`config.mk`:
```
export PLATFORM = sky130hd
export DESIGN_NAME = wb_arbiter
export DESIGN_NICKNAME = d
export VERILOG_FILES = /design/src/rtl/wb_arbiter.sv
export SDC_FILE = /design/constraint.sdc
export NUM_CORES = 1
export LEC_CHECK = 0
export CELL_PAD_IN_SITES_DETAIL_PLACEMENT = 0
export CELL_PAD_IN_SITES_GLOBAL_PLACEMENT = 1
export CORE_UTILIZATION = 30
export CTS_BUF_LIST = sky130_fd_sc_hd__clkbuf_8
export CTS_CLUSTER_SIZE = 12
export DETAILED_ROUTE_END_ITERATION = 8
export PLACE_DENSITY_LB_ADDON = 0.15
export SYNTH_ARGS = -nofsm -noshare
export SYNTH_HDL_FRONTEND = slang
export SYNTH_SLANG_ARGS = --single-unit
```
`constraint.sdc`:
```
create_clock -name clk -period 3.6 [get_ports clk]
set_input_delay 0.72 -clock clk [delete_from_list [all_inputs] [get_ports clk]]
set_output_delay 0.72 -clock clk [all_outputs]
set_load 0.02 [all_outputs]
```
`src/rtl/wb_arbiter.sv`:
```
// wb_arbiter: merges ALU and load results onto the single register file write port.
// ALU results go directly into a registered write stage; load results are buffered
// in a small circular FIFO that is always drained ahead of the ALU once it fills.
// Optional feature: define WB_STALL_CNT_EN to add the saturating ALU stall counter
// output alu_stall_cnt_o.
module wb_arbiter #(
  parameter int XLEN           = 32,
  parameter int REG_IDX_WIDTH  = 5,
  parameter int LSU_FIFO_DEPTH = 2
) (
  input  logic                     clk,
  input  logic                     rst,
  input  logic                     alu_valid_i,
  output logic                     alu_ready_o,
  input  logic [REG_IDX_WIDTH-1:0] alu_rd_idx_i,
  input  logic [XLEN-1:0]          alu_wdata_i,
  input  logic                     lsu_valid_i,
  output logic                     lsu_ready_o,
  input  logic [REG_IDX_WIDTH-1:0] lsu_rd_idx_i,
  input  logic [XLEN-1:0]          lsu_wdata_i,
  output logic                     rd_en_o,
  output logic [REG_IDX_WIDTH-1:0] rd_idx_o,
  output logic [XLEN-1:0]          rd_wdata_o,
  output logic                     lsu_fifo_empty_o
`ifdef WB_STALL_CNT_EN
  ,
  output logic [31:0]              alu_stall_cnt_o
`endif
);

  localparam int PTR_W = (LSU_FIFO_DEPTH > 1) ? $clog2(LSU_FIFO_DEPTH) : 1;
  localparam int CNT_W = PTR_W + 1;
  localparam logic [CNT_W-1:0] FULL_CNT = CNT_W'(LSU_FIFO_DEPTH);

  // Stage p0: load FIFO storage and control state
  logic [REG_IDX_WIDTH-1:0] fifo_idx_p0  [LSU_FIFO_DEPTH];
  logic [XLEN-1:0]          fifo_data_p0 [LSU_FIFO_DEPTH];
  logic [PTR_W-1:0]         rd_ptr_p0;
  logic [PTR_W-1:0]         wr_ptr_p0;
  logic [CNT_W-1:0]         cnt_p0;
  logic                     empty_p0;

  // Stage p1: registered write port
  logic                     rd_vld_p1;
  logic [REG_IDX_WIDTH-1:0] rd_idx_p1;
  logic [XLEN-1:0]          rd_wdata_p1;

  // Arbitration results
  logic                     full;
  logic                     fifo_has_data;
  logic                     push;
  logic                     pop;
  logic                     alu_sel;
  logic                     sel_vld;
  logic [REG_IDX_WIDTH-1:0] sel_idx;
  logic [XLEN-1:0]          sel_wdata;
  logic [CNT_W-1:0]         cnt_next;

  // Saturating increment for the stall counter
  function automatic logic [31:0] sat_inc32(input logic [31:0] v);
    sat_inc32 = (v == 32'hFFFF_FFFF) ? v : v + 32'd1;
  endfunction

  // Arbitration: a full FIFO drains first, then the ALU, then any buffered load
  always_comb begin
    full          = (cnt_p0 == FULL_CNT);
    fifo_has_data = (cnt_p0 != '0);
    alu_ready_o   = !rst && !full;
    lsu_ready_o   = !rst && !full;
    push          = lsu_valid_i && lsu_ready_o;
    alu_sel       = alu_valid_i && alu_ready_o;
    pop           = full || (!alu_valid_i && fifo_has_data);
    sel_vld       = alu_sel || pop;
    sel_idx       = alu_sel ? alu_rd_idx_i : fifo_idx_p0[rd_ptr_p0];
    sel_wdata     = alu_sel ? alu_wdata_i  : fifo_data_p0[rd_ptr_p0];
    cnt_next      = cnt_p0 + CNT_W'(push) - CNT_W'(pop);
  end

  // FIFO pointers, occupancy and registered empty flag
  always_ff @(posedge clk) begin
    if (rst) begin
      rd_ptr_p0 <= '0;
      wr_ptr_p0 <= '0;
      cnt_p0    <= '0;
      empty_p0  <= 1'b1;
    end else begin
      if (push) wr_ptr_p0 <= wr_ptr_p0 + PTR_W'(1);
      if (pop)  rd_ptr_p0 <= rd_ptr_p0 + PTR_W'(1);
      cnt_p0   <= cnt_next;
      empty_p0 <= (cnt_next == '0);
    end
  end

  // FIFO storage: data only, no reset needed
  always_ff @(posedge clk) begin
    if (push) begin
      fifo_idx_p0[wr_ptr_p0]  <= lsu_rd_idx_i;
      fifo_data_p0[wr_ptr_p0] <= lsu_wdata_i;
    end
  end

  // Write stage: x0 writes consume the handshake but never reach the register file
  always_ff @(posedge clk) begin
    if (rst) begin
      rd_vld_p1   <= 1'b0;
      rd_idx_p1   <= '0;
      rd_wdata_p1 <= '0;
    end else begin
      rd_vld_p1 <= sel_vld && (sel_idx != '0);
      if (sel_vld && (sel_idx != '0)) begin
        rd_idx_p1   <= sel_idx;
        rd_wdata_p1 <= sel_wdata;
      end
    end
  end

  assign rd_en_o          = rd_vld_p1;
  assign rd_idx_o         = rd_idx_p1;
  assign rd_wdata_o       = rd_wdata_p1;
  assign lsu_fifo_empty_o = empty_p0;

`ifdef WB_STALL_CNT_EN
  logic [31:0] stall_cnt_p0;

  // Count cycles where the ALU offers a result but the FIFO drain blocks it
  always_ff @(posedge clk) begin
    if (rst) begin
      stall_cnt_p0 <= '0;
    end else if (alu_valid_i && !alu_ready_o) begin
      stall_cnt_p0 <= sat_inc32(stall_cnt_p0);
    end
  end

  assign alu_stall_cnt_o = stall_cnt_p0;
`endif

endmodule
```
==> metrics <==
status=complete, no violations; Peak VDD IR=0.2949 mV; min Tclk post-route=2.722 ns; R2R depth=6; crit path to=lsu_ready_o; Clk pwr share=25.7%; largest stage delay on the critical path=0.57 ns; top-area cell type share of the netlist area=43.72%; # DRC=0; PD cells=682.7 mW/mm^2; CTS tree=yes; cell taking the most area after synthesis=edfxtp_1; Post-synth EDFFs=74; Num CTS Buffers=17; TNS Setup=0 ns; asr flop ratio synth=0%; clock sink total=118; Post-CTS Setup Inserts=0; first-pass GRT wire length=20,850 um; Slowest cell on crit path=clkdlybuf4s50_1; crit path launch type=flop; Mapped Avg Cell Area=12.07 sq um; dpl ws=0.5547 ns; WL/cell=17.15 um; die area=0.01747 sq mm; DR vias/cell=4.756; Sequential Area=0.003104 sq mm; Worst-Skew Late Latency=0.44 ns; Switch Pwr=1.578 mW; GRT overflow=0; fin crit share=75.60%; Reg power frac=38.6%; endpoints failing setup=0; WS Path Type=reg2out; via count=3,648; CTS Buffer Depth=2; initial antenna violation count=1; CTS clk-pin slew, worst paths=0.07 ns; nature of the critical path endpoint=output pin; Rows=47; FF+latch count, synth=118; fillers=1,634; crit-path max FO=15; beginning of the critical path=cnt_p0[1]; die extent in x=132.2 um; DRT Pass-1 Iters=4; Antenna Nets Post-Route=0; Main synth FF type=edfxtp_1; Initial Util=30.65%; max-cap violations=0; initial drt markers=176; Worst path depth=3; Reg2Reg Capture Point=rd_wdata_o[15]; Power Internal=3.126 mW; ANT cells=0; core footprint=0.01658 sq mm; Nets=614; largest net degree at the start of global routing=37; Worst Skew=0.01250 ns; Logic pwr share=35.7%; hold_buf cts=0; Routed WL=13,150 um; Achievable Freq=367.4 MHz; sequential cell area fraction in the yosys report=61.05%; fin worst setup slack=0.8784 ns; multi-input logic area=0.001788 sq mm; Data required, critical path=2.88 ns; leak pwr=2.377 nW; ranking of synthesized cells by area=edfxtp_1 44%, dfxtp_1 17%, mux2i_1 7.3%, o21ai_0 6.8%, a21o_1 4.7%; slew margin rel.=40.03%; post-CTS resize count=0; Area Overhead vs Synth=35.57%; Worst-Margin Slew=0.8952 ns; Cells after Synth=421; arrival time at the worst endpoint=2.00 ns; layout cells sized above 1=13.16%; vias in the first global route=3,696; post-synthesis cell type count=33; num ports=119; dpl hpwl=8476 um; CTS root buffer=clkbuf_8; All-Layer GR Usage=16.02%; Final Hold Fails=0; Synth Cell Area=0.005082 sq mm; synth warn=0; Switching Fraction=33.54%; Syn Nets=501; placer's final routability congestion estimate=0.7314; CP Buf/Inv Count=1; port buffer count=118; DIE HEIGHT=132.2 um; RSZ-0062 raised after global routing=no; critical-path cell list=nor2b_4 -> nor2_1 -> clkdlybuf4s50_1; max-slew violation count=0; critical path's top delay family=simple AND/OR/NAND/NOR gates; R2R Setup Slk=1.00 ns; CTS HTree Levels=4; Tightest Hold Check Type=reg2reg
area by class of cell:
type | count | share of cell area [%]
clock buffers | 18 | 3.595
multi-input cells | 263 | 25.95
repair buffers | 130 | 19.10
inverters | 4 | 0.2179
well taps | 220 | 3.995
clock inverters | 14 | 2.088
flip-flops and latches | 118 | 45.05
state kept, by name, indices dropped and copies added, names as in the netlist, named ones only:
signal / flops
fifo_data_p0: 64
rd_wdata_o: 32
fifo_idx_p0: 10
rd_idx_o: 5
cnt_p0: 2
lsu_fifo_empty_o: 1
rd_en_o: 1
rd_ptr_p0: 1
wr_ptr_p0: 1
metal layers:
layer | share of wire [%] | global-route usage, %
met3 | 6.1 | 4.883
met4 | 1.5 | 6.202
met1 | 46 | 20.65
met5 | 0.099 | 0
met2 | 46 | 25.13
placed cells by master, fill, tap and decap left out, types with 8 or more instances in the layout:
cell type        instances
o21ai_0                 69
nand3_1                 24
clkdlybuf4s50_1        117
a21oi_2                 10
a21o_1                  32
edfxtp_1                74
mux2i_1                 37
dfxtp_1                 43
clkbuf_8                18
a21oi_1                 30
nand3_2                 10
inv_1                    8
buf_4                    8
nor2_1                  11
kinds of logic after synthesis:
kind of cell             share of synthesized area [%]
AO/OA/AOI/OAI                                    17.92
XOR/XNOR                                        0.6894
adder cells (fa/ha/maj)                         0.4923
buffers and inverters                            4.480
flip-flops                                       61.05
multiplexers                                     7.287
AND/OR/NAND/NOR                                  8.075
worst min-delay path by stage:
stage	startpoint	end	slack, ns	cells past startpoint
6_report	rd_wdata_o[9]	rd_wdata_o[9]	0.46	2
4_1_cts	rd_wdata_o[2]	rd_wdata_o[2]	0.46	2
5_1_grt	rd_wdata_o[9]	rd_wdata_o[9]	0.48	2
3_5_place_dp	rd_wdata_o[9]	rd_wdata_o[9]	0.45	2
2_1_floorplan	rd_ptr_p0	flop	0.48	2
3_3_place_gp	rd_wdata_o[9]	rd_wdata_o[9]	0.45	2
power groups by stage:
stage	clock network, mW	logic (mW)	registers [mW]
2_1_floorplan	0	0.965	1.97
3_3_place_gp	0	1.68	1.85
3_5_place_dp	0	1.70	1.84
4_1_cts	1.24	1.70	1.82
5_1_grt	1.30	1.84	1.85
6_report	1.21	1.68	1.81
worst reg2reg max path, cell delays in order (launching register included):
cell	delay, ns
dfxtp_2	0.53
buf_4	0.54
a21oi_1	0.30
o211ai_4	0.55
buf_4	0.35
nand3_1	0.11
a21oi_1	0.16
synth_stat cells, types with 3 or more instances:
cell type	number
edfxtp_1	74
o21ai_0	69
dfxtp_1	44
mux2i_1	37
a21o_1	32
a21oi_1	30
nand3_1	24
clkbuf_1	14
nor2_1	12
a21oi_2	10
buf_4	10
nand3_2	10
buf_2	8
nor3_1	7
nand2_1	5
buf_6	4
inv_1	4
nand2b_1	3
nor2b_1	3
per-stage QoR:
stage | util, % | power (mW) | area [sq um] | hold slack, ns | cells
finish | 41.55 | 4.704 | 6890 | 0.4584 | 767
global route | 41.55 | 4.982 | 6890 | 0.4770 | 767
CTS | 41.55 | 4.765 | 6890 | 0.4637 | 767
detailed placement | 39.19 | 3.542 | 6499 | 0.4502 | 735
global placement | 39.19 | 3.522 | 6499 | 0.4490 | 735
floorplan | - | 2.933 | 5082 | 0.4813 | 421
No activity file was read; power rests on OpenSTA's default activity.
